### src/rtl/multiplex_pipe_if.sv
// Handshake bundle for multiplex_pipe: upstream select/data beat,
// downstream result beat and the selection-error counter.
interface multiplex_pipe_if #(
  parameter int DATA_SIZE     = 32,
  parameter int NUM_INPUTS    = 4,
  parameter int ERR_CNT_WIDTH = 8,
  parameter int SEL_WIDTH     =
    (NUM_INPUTS > 2) ? $clog2(NUM_INPUTS) : 1
);
  logic [SEL_WIDTH-1:0]            selection_in;
  logic [NUM_INPUTS*DATA_SIZE-1:0] data_in;
  logic                            valid_in;
  logic                            ready_out;
  logic [DATA_SIZE-1:0]            data_out;
  logic                            sel_error_out;
  logic                            valid_out;
  logic                            ready_in;
  logic                            error_clear_in;
  logic [ERR_CNT_WIDTH-1:0]        error_count_out;

  modport master (
    output selection_in, data_in, valid_in,
    output ready_in, error_clear_in,
    input  ready_out, data_out, sel_error_out,
    input  valid_out, error_count_out
  );

  modport slave (
    input  selection_in, data_in, valid_in,
    input  ready_in, error_clear_in,
    output ready_out, data_out, sel_error_out,
    output valid_out, error_count_out
  );
endinterface

### src/rtl/multiplex_pipe.sv
// N-way registered selector with a 2-entry output/skid buffer
// and a saturating out-of-range selection counter.
module multiplex_pipe #(
  parameter int DATA_SIZE     = 32,
  parameter int NUM_INPUTS    = 4,
  parameter int DEFAULT_VALUE = 1,
  parameter int ERR_CNT_WIDTH = 8
) (
  input logic             clock_in,
  input logic             reset_in,
  multiplex_pipe_if.slave bus
);
  localparam int SEL_WIDTH =
    (NUM_INPUTS > 2) ? $clog2(NUM_INPUTS) : 1;
  localparam logic [DATA_SIZE-1:0] DEF_WORD =
    DATA_SIZE'(DEFAULT_VALUE);
  localparam logic [ERR_CNT_WIDTH-1:0] ERR_MAX = '1;

  typedef enum logic [1:0] {
    EMPTY = 2'd0,
    ONE   = 2'd1,
    TWO   = 2'd2
  } state_t;

  state_t                   state;
  logic                     ready_q;
  logic                     valid_q;
  logic [DATA_SIZE-1:0]     out_data;
  logic                     out_err;
  logic [DATA_SIZE-1:0]     skid_data;
  logic                     skid_err;
  logic [ERR_CNT_WIDTH-1:0] err_cnt;

  logic                     accept;
  logic                     emit;
  logic [DATA_SIZE-1:0]     sel_data;
  logic                     sel_err;
  logic [SEL_WIDTH-1:0]     sel;

  assign sel    = bus.selection_in;
  assign accept = bus.valid_in && ready_q;
  assign emit   = valid_q && bus.ready_in;

  always_comb begin
    sel_data = DEF_WORD;
    sel_err  = 1'b1;
    for (int k = 0; k < NUM_INPUTS; k++) begin
      if (sel == SEL_WIDTH'(k)) begin
        sel_data = bus.data_in[k*DATA_SIZE +: DATA_SIZE];
        sel_err  = 1'b0;
      end
    end
  end

  // ready_q tracks the next state so it is low exactly in TWO
  always_ff @(posedge clock_in) begin
    if (reset_in) begin
      state     <= EMPTY;
      ready_q   <= 1'b1;
      valid_q   <= 1'b0;
      out_data  <= '0;
      out_err   <= 1'b0;
      skid_data <= '0;
      skid_err  <= 1'b0;
    end else begin
      unique case (state)
        EMPTY: begin
          if (accept) begin
            out_data <= sel_data;
            out_err  <= sel_err;
            valid_q  <= 1'b1;
            state    <= ONE;
          end
        end
        ONE: begin
          unique case (1'b1)
            accept && emit: begin
              out_data <= sel_data;
              out_err  <= sel_err;
            end
            accept && !emit: begin
              skid_data <= sel_data;
              skid_err  <= sel_err;
              ready_q   <= 1'b0;
              state     <= TWO;
            end
            !accept && emit: begin
              valid_q <= 1'b0;
              state   <= EMPTY;
            end
            default: ;
          endcase
        end
        TWO: begin
          if (emit) begin
            out_data <= skid_data;
            out_err  <= skid_err;
            ready_q  <= 1'b1;
            state    <= ONE;
          end
        end
        default: begin
          state   <= EMPTY;
          ready_q <= 1'b1;
          valid_q <= 1'b0;
        end
      endcase
    end
  end

  // clear wins over a same-cycle error beat
  always_ff @(posedge clock_in) begin
    if (reset_in || bus.error_clear_in) begin
      err_cnt <= '0;
    end else if (accept && sel_err && err_cnt != ERR_MAX) begin
      err_cnt <= err_cnt + 1'b1;
    end
  end

  assign bus.ready_out       = ready_q;
  assign bus.valid_out       = valid_q;
  assign bus.data_out        = out_data;
  assign bus.sel_error_out   = out_err;
  assign bus.error_count_out = err_cnt;
endmodule

### src/flat_wrapper.sv
// flat-port wrapper written by rule: the top's interface ports become plain ports
module multiplex_pipe_flat 
#(
  parameter int DATA_SIZE     = 32,
  parameter int NUM_INPUTS    = 4,
  parameter int DEFAULT_VALUE = 1,
  parameter int ERR_CNT_WIDTH = 8
)
  (clock_in, reset_in, bus_selection_in, bus_data_in, bus_valid_in, bus_ready_in, bus_error_clear_in, bus_ready_out, bus_data_out, bus_sel_error_out, bus_valid_out, bus_error_count_out);
  multiplex_pipe_if #(.DATA_SIZE(DATA_SIZE), .NUM_INPUTS(NUM_INPUTS), .ERR_CNT_WIDTH(ERR_CNT_WIDTH)) bus_i ();
  input logic clock_in;
  input logic reset_in;
  input wire logic [$bits(bus_i.selection_in)-1:0] bus_selection_in;
  input wire logic [$bits(bus_i.data_in)-1:0] bus_data_in;
  input wire logic [$bits(bus_i.valid_in)-1:0] bus_valid_in;
  input wire logic [$bits(bus_i.ready_in)-1:0] bus_ready_in;
  input wire logic [$bits(bus_i.error_clear_in)-1:0] bus_error_clear_in;
  output wire logic [$bits(bus_i.ready_out)-1:0] bus_ready_out;
  output wire logic [$bits(bus_i.data_out)-1:0] bus_data_out;
  output wire logic [$bits(bus_i.sel_error_out)-1:0] bus_sel_error_out;
  output wire logic [$bits(bus_i.valid_out)-1:0] bus_valid_out;
  output wire logic [$bits(bus_i.error_count_out)-1:0] bus_error_count_out;
  assign bus_i.selection_in = bus_selection_in;
  assign bus_i.data_in = bus_data_in;
  assign bus_i.valid_in = bus_valid_in;
  assign bus_i.ready_in = bus_ready_in;
  assign bus_i.error_clear_in = bus_error_clear_in;
  assign bus_ready_out = bus_i.ready_out;
  assign bus_data_out = bus_i.data_out;
  assign bus_sel_error_out = bus_i.sel_error_out;
  assign bus_valid_out = bus_i.valid_out;
  assign bus_error_count_out = bus_i.error_count_out;
  multiplex_pipe #(.DATA_SIZE(DATA_SIZE), .NUM_INPUTS(NUM_INPUTS), .DEFAULT_VALUE(DEFAULT_VALUE), .ERR_CNT_WIDTH(ERR_CNT_WIDTH)) u_core (.clock_in(clock_in), .reset_in(reset_in), .bus(bus_i));
endmodule
### config.mk
export PLATFORM = sky130hd
export DESIGN_NAME = multiplex_pipe_flat
export DESIGN_NICKNAME = d
export VERILOG_FILES = /design/src/rtl/multiplex_pipe_if.sv /design/src/rtl/multiplex_pipe.sv /design/src/flat_wrapper.sv
export SDC_FILE = /design/constraint.sdc
export NUM_CORES = 1
export LEC_CHECK = 0
export ABC_AREA = 1
export CAP_MARGIN = 10
export CORE_MARGIN = 2
export CORE_UTILIZATION = 45
export CTS_BUF_LIST = sky130_fd_sc_hd__clkbuf_8
export CTS_CLUSTER_SIZE = 14
export DETAILED_ROUTE_END_ITERATION = 12
export PLACE_DENSITY = 0.83
export SETUP_SLACK_MARGIN = 0.3
export SLEW_MARGIN = 20
export SYNTH_ARGS = -nofsm -noshare
export SYNTH_HDL_FRONTEND = slang
export SYNTH_SLANG_ARGS = --single-unit
### constraint.sdc
create_clock -name clock_in -period 3.3 [get_ports clock_in]
set_input_delay 0.99 -clock clock_in [delete_from_list [all_inputs] [get_ports clock_in]]
set_output_delay 0.99 -clock clock_in [all_outputs]
set_load 0.02 [all_outputs]
[Yosys cells after proc, flatten, opt, wreduce, memory -nomap -nowiden]
Cells that the tools add are included.
Widths: inputs -> output; s select.
Word-level totals
  input bits: 135
  output and inout bits: 43
  flip-flop bits (word level): 78
  logic and storage cells: 67
Operators by class
  reduce and logical (&&, ||, !) cells: 18
  add/sub/neg operators: 1
  muxes and demuxes: 26
  bitwise gates (word level): 2
  equal/unequal tests: 12
Operators by type and width (number)
  $mux 32: 7
  $pmux 32 s3: 1
  $mux 1: 11
  $ne 2x1->1 const B: 5
  $pmux 1 s3: 3
  $reduce_and 3->1: 3
  $add 8x1->8 const B: 1
  $ne 8x8->1 const B: 1
  $logic_and 1x1->1: 7
  $eq 2x2->1 const B: 3
  $pmux 2 s3: 1
  $eq 2x1->1 const B: 2
  $logic_not 2->1: 2
  $mux 2: 2
  $pmux 2 s2: 1
  $reduce_and 4->1: 1
  $ne 3x1->1 const B: 1
  $reduce_bool 3->1: 1
  $logic_not 1->1: 2
  $not 1->1: 2
  $reduce_and 2->1: 1
  $logic_or 1x1->1: 1

[Longest topological paths before layout]
Gate-level depths: netlist of run 1.
  depth in word-level cells: 7
  mapped depth: 9
  gate-level depth less buffers: 7

[Least setup slack after synthesis of run 1]
Ideal clock, no wire load.
  kind: input -> register
  start point: input port bus_selection_in[1]
  end point: register u_core.skid_data[23]
  buffers on the path: 2
  setup slack: 1.420 ns
  setup time: 0.117 ns
  data required time: 3.183 ns
  stages on the path: 6
  data arrival time: 1.763 ns
  cells stage by stage: buf_2 > nand2_2 > clkbuf_1 > or2_1 > a21oi_1 > nor2_1
On the way
  longest elaborated chain between the ends: 5
  elaborated cells between the ends (all ways): 8
  classes of those cells: eq/ne: 3; mux: 4; reduce/logical: 1
RTL lines
  start: declaration: line flat_wrapper.sv:13  | input wire logic [$bits(bus_i.selection_in)-1:0] bus_selection_in;
  $logic_not 2->1: line multiplex_pipe.sv:48  | if (sel == SEL_WIDTH'(k)) begin
  $mux 32 (3 in a row): line multiplex_pipe.sv:48
  $mux 32 *: line multiplex_pipe.sv:48
  end signal: assignment: line multiplex_pipe.sv:82  | skid_data <= sel_data;
  end: declaration: line multiplex_pipe.sv:30  | logic [DATA_SIZE-1:0] skid_data;
Every way passes the cells marked *; elsewhere a longest branch is shown, timed or not.
A chain may end at the register's enable or synchronous reset.

[Worst setup path after layout of run 1]
  start point: input port bus_selection_in[1]
  end point: register u_core.out_data[22] (netlist: u_core.bus.data_out[22])
On the way
  longest elaborated chain between the ends: 7
  elaborated cells between the ends (all ways): 11
  classes of those cells: eq/ne: 3; mux: 7; reduce/logical: 1
RTL lines
  $logic_not 2->1: line multiplex_pipe.sv:48
  $mux 32 (3 in a row): line multiplex_pipe.sv:48
  $mux 32 *: line multiplex_pipe.sv:48
  $mux 32, on equally long branches: line multiplex_pipe.sv:76, multiplex_pipe.sv:68
  $pmux 32 s3 *: line multiplex_pipe.sv:66  | unique case (state)
  end signal: assignment: line multiplex_pipe.sv:69  | out_data <= sel_data;
  end signal: assignment: line multiplex_pipe.sv:78  | out_data <= sel_data;
  end signal: assignment: line multiplex_pipe.sv:96  | out_data <= skid_data;
  end: declaration: line multiplex_pipe.sv:28  | logic [DATA_SIZE-1:0] out_data;
Every way passes the cells marked *; elsewhere a longest branch is shown, timed or not. The select of a mux whose other input is x is not followed.

==> results of run 1 <==
==> layout make-up <==
class	instances	area (um^2)
tap	129	161.4
multi-input combinational	487	2226
fill	831	2994
clock buffer	10	137.6
sequential	78	1562
timing repair buffer	189	1869
inverter	82	307.8
clock inverter	6	70.07
==> worst paths after layout <==
path	to	slack [ps]	depth (start not counted)
worst max-delay path	u_core.bus.data_out[22]	760	8
worst min register to register	u_core.bus.error_count_out[6]	430	2
worst min-delay path	u_core.bus.error_count_out[6]	430	2
worst max register to register	u_core.bus.data_out[8]	1440	8
==> power breakdown <==
| part | switching (uW) | internal (uW) | total [uW] | leakage (uW) |
|---|---|---|---|---|
| registers | 54.9 | 1040 | 1090 | 0.000639 |
| clock network | 369 | 376 | 745 | 0.000107 |
| logic | 434 | 387 | 821 | 0.00185 |
==> cell usage in the layout, fill, tap and decap left out <==
master / n
nand3_2: 1
a31oi_1: 1
buf_2: 1
nor2_1: 104
clkinv_1: 1
or2_1: 29
nand3_1: 101
nand2_2: 3
or2_2: 3
buf_4: 11
clkinv_4: 3
nand2_1: 108
clkdlybuf4s50_1: 176
clkbuf_8: 10
inv_1: 78
nor2_2: 2
a21oi_1: 66
o21ai_0: 68
bufinv_16: 1
clkinv_2: 1
or2_0: 1
inv_6: 1
dfxtp_1: 78
buf_12: 1
inv_2: 3
==> cell families after synthesis <==
family / after synthesis / synth area share
AND/OR/NAND/NOR: 352 / 0.3552
AO/OA/AOI/OAI: 135 / 0.1557
buffers and inverters: 129 / 0.1298
flip-flops: 78 / 0.3592
==> worst min-delay path: cells and delay by family (launching register included) <==
kind                   cells  cell delay [ps]
and+or+nand+nor            1               30
DFF                        1              320
buffers and inverters      1               50
==> state kept, by name, summed over array words and instances, names as in the netlist <==
signal                      cells
u_core.state                    2
u_core.bus.error_count_out      8
u_core.bus.sel_error_out        1
u_core.bus.ready_out            1
u_core.skid_data               32
u_core.bus.data_out            32
u_core.bus.valid_out            1
u_core.skid_err                 1
==> metal layers <==
layer,track usage,part of all wire,vias up
met3,0.05814,0.087,24
li1,-,-,2515
met5,0,0,-
met4,0.09231,0.021,0
met2,0.4782,0.50,221
met1,0.3037,0.40,2301
==> metrics by stage <==
| stage | std cells | setup WS [ps] | total power, uW | instance area (um^2) | hold slack [ps] |
|---|---|---|---|---|---|
| finish | 981 | 763.0 | 2657 | 6334 | 429.8 |
| global route | 981 | 623.0 | 2798 | 6334 | 454.2 |
| CTS | 981 | 798.1 | 2665 | 6334 | 432.0 |
| detailed placement | 965 | 448.8 | 1930 | 6126 | 418.3 |
| global placement | 965 | 525.4 | 1906 | 6126 | 415.7 |
| floorplan | 694 | 1420 | 1559 | 4347 | 436.0 |
==> run metrics, run 1 <==
first-pass GRT wire length=21.76 mm; DIE AREA=10460 um^2; diodes inserted=0; Final GP Congestion=0.9514; DR iter-0 viols=227; delay-heaviest family, CP=buffers and inverters; TritonCTS Sinks=78; hold_sp=u_core.bus.error_count_out[6]; CTS max path bufs=2; Post-CTS Resized=0; maxcap violations=0; CP endpoint kind=flop; slew margin rel.=0.5717; I/O pin count=178; worst hold path type=reg2reg; fraction of layout cells with a size suffix above 1=0.04812; WL per Instance=14.13 um; CTS tree=yes; Crit. Startpoint=bus_selection_in[1]; EDFF count, synth=0; Final Critical Period=2537 ps; CTS Buf Count=9; P&R area growth vs syn=45.71%; max frequency=394.2 MHz; leakage=0.002597 uW; Syn Inst Count=694; commonest cells in the netlist=110 x nand2_1, 104 x nor2_1, 101 x nand3_1; Yosys reg bits=78; GRT overflow=0; Mapped Area=4347 um^2; CTS Hold Bufs=0; crit start category=input pin; count leader, synth=nand2_1; Setup Buffers After CTS=0; Initial Util=0.4660; Final Setup Violations=0; standard-cell rows=35; Final period util=0.7688; drt total wl=13.86 mm; CP dominant cell by count=nand3_1; Avg Inst Size Synth=6.263 um^2; Nets=982; Final Hold Fails=0; Worst-path clk slew=90 ps; maximum VDD drop=0.1985 mV; # H-tree levels=3; Final Max Tran Viols=0; number of detailed-route iterations in the first pass=5; Crit Path Max Fanout=13; Synth top area share=0.3592; Slowest-stage cell, CP=clkdlybuf4s50_1; DR DRC count=0; crit path DAT=2810 ps; RSZ-0062 raised after global routing=no; cell area power density=419.6 nW/um^2; worst endpoint required time=3570 ps; cells along the critical path=clkdlybuf4s50_1, buf_4, inv_1, buf_4, nand3_1, nand3_1, nand3_1, a21oi_1; largest net degree at the start of global routing=54; Synth Flop Type=dfxtp_1; r2r startpoint=u_core.state[0]; sequential element share of the synthesized area=0.3592; setup TNS=0 ps; initial antenna violation count=0; Synth Warn #=0; status=completed; Routed Antenna Nets=0; Netlist cell types=21; Critical Path Max Stage Delay=540 ps; leading area contributor after synthesis=dfxtp_1; vias=5061; Root Buffer=clkbuf_8; syn nets=829; HPWL after DPL=9.945 mm; Crit Path Class=in2reg; Die Y=102.3 um; worst-margin pin slew=640.3 ps; synth top area cells=dfxtp_1 36%, nand3_1 12%, nand2_1 9.5%; skew final=14.22 ps; Core Util, Final=0.6790; Bufs and invs on worst path=4; GRT Total Usage=0.2632; overall die width=102.3 um; Worst-Skew Late Latency=350 ps; IO buf count=177; core area=9328 um^2; vias in the first global route=4809; asr flop ratio synth=0; DR vias/cell=5.159
Note: power is estimated with default switching activity, not from simulation.
==> run 2, diff against run 1 <==
--- a/config.mk
+++ b/config.mk
@@ -8,11 +8,11 @@
 export ABC_AREA = 1
 export CAP_MARGIN = 10
 export CORE_MARGIN = 2
-export CORE_UTILIZATION = 45
+export CORE_UTILIZATION = 40
 export CTS_BUF_LIST = sky130_fd_sc_hd__clkbuf_8
 export CTS_CLUSTER_SIZE = 14
 export DETAILED_ROUTE_END_ITERATION = 12
-export PLACE_DENSITY = 0.83
+export PLACE_DENSITY = 0.78
 export SETUP_SLACK_MARGIN = 0.3
 export SLEW_MARGIN = 20
 export SYNTH_ARGS = -nofsm -noshare
==> constraint.sdc (replaced) <==
create_clock -name clock_in -period 2.1 [get_ports clock_in]
set_input_delay 0.63 -clock clock_in [delete_from_list [all_inputs] [get_ports clock_in]]
set_output_delay 0.63 -clock clock_in [all_outputs]
set_load 0.02 [all_outputs]
==> run metrics, run 2 (same netlist as run 1, synthesis figures left out) <==
status=completed; RSZ-0062 raised after global routing=no; max frequency=592.6 MHz; first-pass GRT wire length=21.25 mm (-2.3%); standard-cell rows=38 (+8.6%); crit path DAT=1060 ps (-1750 ps); crit start category=flop; Worst-path clk slew=90 ps (about the same); GRT Total Usage=0.2288 (-0.03436); Die Y=108.2 um (+5.8%); Final Critical Period=1687 ps; Initial Util=0.4063 (-0.05968); Crit Path Class=reg2out; WL per Instance=13.22 um (-6.4%); drt total wl=13.26 mm (-4.3%); DIE AREA=11720 um^2 (+12%); I/O pin count=178 (unchanged); initial antenna violation count=0 (unchanged); Nets=993 (+1.1%); Slowest-stage cell, CP=dfxtp_1; Post-Layout Cell Count=1003 (+2.2%); Reg2Reg Setup Slack=590 ps (-850 ps); commonest cells after routing, fill and taps aside=132 x clkdlybuf4s50_1, 108 x nand2_1, 104 x nor2_1; commonest non-fill, non-tap cell in the layout=clkdlybuf4s50_1; core area=10700 um^2 (+15%); # H-tree levels=3 (unchanged); Critical Path Max Stage Delay=370 ps (-170 ps); fraction of layout cells with a size suffix above 1=0.06025 (+0.01213); CTS Buf Count=9 (unchanged); Hold Path Sink=u_core.bus.error_count_out[3]; DR iter-0 viols=263 (+16%); diodes inserted=0 (unchanged); CTS Hold Bufs=0 (unchanged); worst hold path type=reg2reg; Root Buffer=clkbuf_8; Final Max Tran Viols=0 (unchanged); Final GP Congestion=0.9234 (-2.9%); IO buf count=177 (unchanged); Final period util=0.8036; worst reg2reg endpoint=u_core.bus.data_out[31]; Crit Path Max Fanout=4 (-9); DR vias/cell=4.891 (-5.2%); largest net degree at the start of global routing=50 (-7.4%); maxcap violations=0 (unchanged); Final Hold Fails=0 (unchanged); placed cells=987 (+2.3%); setup TNS=0 ps (unchanged); slew margin rel.=0.7379 (+0.1663); P&R area growth vs syn=49.54%; leakage=0.002862 uW (+10%); Bufs and invs on worst path=1 (-3); TritonCTS Sinks=78 (unchanged); fill count=1019 (+23%); Final Setup Violations=0 (unchanged); hold_sp=u_core.bus.error_count_out[3]; overall die width=108.2 um (+5.8%); delay-heaviest family, CP=flip-flops; CTS tree=yes; skew final=14.66 ps (+0.4408 ps); CTS max path bufs=2 (unchanged); HPWL after DPL=9.608 mm (-3.4%); r2r startpoint=u_core.state[0]; CP endpoint kind=primary output; worst r2r path cells=7 (-1); Hold Path Stages=2 (unchanged); maximum VDD drop=0.4158 mV (+110%); cell area power density=683.9 nW/um^2 (+63%); GRT overflow=0 (unchanged); number of detailed-route iterations in the first pass=4 (-1); DR DRC count=0 (unchanged); worst endpoint required time=1470 ps (-2100 ps); cells along the critical path=dlygate4sd2_1; worst-margin pin slew=391.7 ps (-248.6 ps); Routed Antenna Nets=0 (unchanged); vias=4906 (-3.1%); Worst-Skew Late Latency=350 ps (about the same); vias in the first global route=4521 (-6.0%)
[run 2: changes by cell type in the layout (fill, tap and decap cells not counted), sizes merged]
cell	change
clkdlybuf4s50	-44
clkbuf	-1
clkinv	-2
dlygate4sd2	+43
bufinv	+3
buf	+12
[run 2: power breakdown]
| group | internal [uW] | switching [uW] | leakage [uW] |
|---|---|---|---|
| Combinational | 583 | 683 | 0.00209 |
| Sequential | 1630 | 70.2 | 0.000639 |
| Clock | 906 | 575 | 0.000135 |
| Total | 3120 | 1330 | 0.00286 |
[run 2: metrics by stage]
stage / utilization / hold WS (ps) / area (um^2) / setup WS [ps] / total power [uW]
3_3_place_gp: 0.5882 / 414.1 / 6292 / 145.6 / 3055
4_1_cts: 0.6076 / 428.5 / 6500 / 394.0 / 4477
2_1_floorplan: - / 436.0 / 4347 / 580.1 / 2450
6_report: 0.6076 / 425.3 / 6500 / 412.5 / 4445
3_5_place_dp: 0.5882 / 417.7 / 6292 / 94.89 / 3068
5_1_grt: 0.6076 / 449.3 / 6500 / 337.4 / 4681
[run 2: worst max path at each step]
stage | start | endpoint | slack [ps] | cells after the start
after floorplan | bus_selection_in[1] | u_core.skid_data[23] | 580 | 6
after global placement | bus_ready_in | u_core.bus.data_out[14] | 150 | 8
after detailed placement | bus_valid_in | u_core.skid_data[9] | 90 | 8
after CTS | u_core.bus.data_out[31] | bus_data_out[31] | 390 | 1
after global routing | bus_valid_in | u_core.skid_data[3] | 340 | 8
final | u_core.bus.ready_out | bus_ready_out | 410 | 1
[run 2: layout make-up]
| class | instances | area [um^2] | area share |
|---|---|---|---|
| inverter | 82 | 307.8 | 0.04735 |
| clock buffer | 9 | 123.9 | 0.01906 |
| sequential | 78 | 1562 | 0.2402 |
| tap | 140 | 175.2 | 0.02695 |
| timing repair buffer | 200 | 1968 | 0.3028 |
| multi-input combinational | 487 | 2226 | 0.3424 |
| clock inverter | 7 | 137.6 | 0.02117 |
[run 2: what timing repair did]
| item | 4_1_cts | 5_1_grt |
|---|---|---|
| endpoints found under the setup margin | 43 | 0 |
| resized for setup | 43 | 0 |
| buffers inserted | 0 | 0 |
[run 2: layer usage]
| metal | up-vias | routed length (um) | track usage |
|---|---|---|---|
| met3 | 23 | 921 | 0.05184 |
| met2 | 174 | 6248 | 0.3890 |
| met5 | - | 0 | 0 |
| met1 | 2174 | 5750 | 0.2795 |
| li1 | 2535 | - | - |
| met4 | 0 | 340 | 0.09249 |
==> run 3, diff against run 2 <==
==> constraint.sdc (replaced) <==
create_clock -name clock_in -period 1.4 [get_ports clock_in]
set_input_delay 0.42 -clock clock_in [delete_from_list [all_inputs] [get_ports clock_in]]
set_output_delay 0.42 -clock clock_in [all_outputs]
set_load 0.02 [all_outputs]
==> run metrics, run 3 (same netlist as run 1, synthesis figures left out) <==
status=completed; GRT overflow=0 (unchanged); worst hold path type=reg2reg; DR DRC count=0 (unchanged); Worst-Skew Late Latency=340 ps (about the same); CTS tree=yes; vias=5286 (+7.7%); Slowest-stage cell, CP=dfxtp_4; maxcap violations=0 (unchanged); commonest cells after routing, fill and taps aside=129 x clkdlybuf4s50_1, 101 x nand2_1, 101 x nand3_1; max frequency=747.1 MHz; Post-Layout Cell Count=1042 (+3.9%); Internal Power=4476 uW (+44%); crit path DAT=1570 ps (+510 ps); Final period util=0.9561; dpl ws=-527.6 ps (-622.5 ps); CTS Hold Bufs=0 (unchanged); setup ws final=61.47 ps (-351.1 ps); skew final=17.64 ps (+2.984 ps); DIE AREA=11720 um^2 (unchanged); fill count=884 (-13%); Final Max Tran Viols=0 (unchanged); P&R area growth vs syn=72.08%; Final Hold Fails=0 (unchanged); Crit. Startpoint=u_core.bus.valid_out; Routed Antenna Nets=0 (unchanged); diodes inserted=0 (unchanged); TritonCTS Sinks=78 (unchanged); CTS Buf Count=9 (unchanged); DR vias/cell=5.073 (+3.7%); initial antenna violation count=0 (unchanged); Power Total=6805 uW (+53%); Reg2Reg Setup Slack=60 ps (-530 ps); cells along the critical path=buf_6, nand2_8, nand3_4, buf_12, clkinv_16, o21ai_0, nor2_1; vias in the first global route=4877 (+7.9%); GRT Total Usage=0.2553 (+0.02645); Crit Path Class=reg2reg; CTS max path bufs=2 (unchanged); # H-tree levels=3 (unchanged); Die Y=108.2 um (unchanged); r2r startpoint=u_core.bus.valid_out; placed cells=993 (+0.61%); I/O pin count=178 (unchanged); Nets=1032 (+3.9%); commonest non-fill, non-tap cell in the layout=clkdlybuf4s50_1; hold_sp=u_core.bus.error_count_out[1]; overall die width=108.2 um (unchanged); Bufs and invs on worst path=3 (+2); cell area power density=909.8 nW/um^2 (+33%); core area=10700 um^2 (unchanged); crit start category=flop; largest net degree at the start of global routing=65 (+30%); setup TNS=0 ps (unchanged); worst r2r path cells=7 (unchanged); number of detailed-route iterations in the first pass=5 (+1); Net Sw Power=2329 uW (+75%); CP endpoint kind=flop; first-pass GRT wire length=23.74 mm (+12%); RSZ-0062 raised after global routing=yes; CP endpoint=u_core.skid_data[23]; worst-margin pin slew=295.0 ps (-96.74 ps); drt total wl=15.84 mm (+19%); standard-cell rows=38 (unchanged); Final Critical Period=1339 ps; maximum VDD drop=0.5047 mV (+21%); WP depth=7 (+6); delay-heaviest family, CP=buffers and inverters; fraction of layout cells with a size suffix above 1=0.2705 (+0.2103); Final GP Congestion=0.8380 (-9.2%); Initial Util=0.4063 (unchanged); Sw Share=0.3422 (+0.04354); slew margin rel.=0.8034 (+0.06542); Flop pwr share=0.385 (+0.003); WL per Instance=15.20 um (+15%); worst hold slack=435.1 ps (+9.797 ps); Root Buffer=clkbuf_8; leakage=0.003113 uW (+8.8%); Critical Path Max Stage Delay=360 ps (about the same); Final Setup Violations=0 (unchanged); DR iter-0 viols=274 (+4.2%); worst reg2reg endpoint=u_core.skid_data[23]; Crit Path Max Fanout=16 (+12); worst endpoint required time=1630 ps (+160 ps); IO buf count=177 (unchanged); HPWL after DPL=9.387 mm (-2.3%); Gate power share=0.390 (+0.105); Clock power frac=0.225 (-0.108); Worst-path clk slew=90 ps (about the same)
## run 3: cell count changes in the layout (fill, tap and decap cells not counted), moves of 33 or more
cell / delta
o21ai_0: -38
dfxtp_2: +40
dfxtp_1: -44
o21ai_1: +33
a21oi_1: -44
dlygate4sd2_1: -41
buf_6: +46
a21oi_2: +40
## run 3: repair_timing
item	CTS	global route
cloned	7	3
setup buffers	13	10
pin swaps	4	3
setup endpoints to repair	115	114
resized for setup	368	52
## run 3: how the worst min path moves through the flow
stage                                     to  slack (ps)  cells after the start
4_1_cts        u_core.bus.error_count_out[1]         440                      2
5_1_grt        u_core.bus.error_count_out[1]         450                      2
6_report       u_core.bus.error_count_out[1]         440                      2
2_1_floorplan                u_core.skid_err         430                      2
3_3_place_gp   u_core.bus.error_count_out[7]         410                      2
3_5_place_dp   u_core.bus.error_count_out[0]         420                      2
## run 3: metrics by stage
stage / util / cell area (um^2)
global placement: 0.5974 / 6391
detailed placement: 0.5974 / 6391
finish: 0.6992 / 7480
CTS: 0.6713 / 7182
floorplan: - / 4484
global route: 0.6992 / 7480
## run 3: cell type report
class	count	area, um^2	area share
repair inverters	1	16.27	0.002175
well taps	140	175.2	0.02342
clock inverters	7	48.80	0.006524
inverters	82	336.6	0.04500
repair buffers	238	2620	0.3503
multi-input cells	487	2532	0.3386
flip-flops and latches	78	1627	0.2175
clock buffers	9	123.9	0.01656
## run 3: routing by layer
| metal | vias to the layer above | GRT usage | wire (um) |
|---|---|---|---|
| met5 | - | 0 | 0 |
| met4 | 0 | 0.06593 | 333 |
| met3 | 32 | 0.04702 | 1037 |
| met2 | 202 | 0.4560 | 7777 |
| met1 | 2425 | 0.3155 | 6691 |
| li1 | 2627 | - | - |
## run 3: power groups by stage
stage	combinational [uW]	sequential, uW	clock (uW)
floorplan	958	2780	0
global placement	2030	2600	0
detailed placement	2040	2600	0
CTS	2410	2610	1550
global route	2860	2650	1650
finish	2650	2620	1530
## run 3: worst reg2reg max path, cell delays in order, from the launching register on
cell and delay, ps:
dfxtp_4 360, buf_6 110, nand2_8 60, nand3_4 110
buf_12 200, clkinv_16 100, o21ai_0 200, nor2_1 90
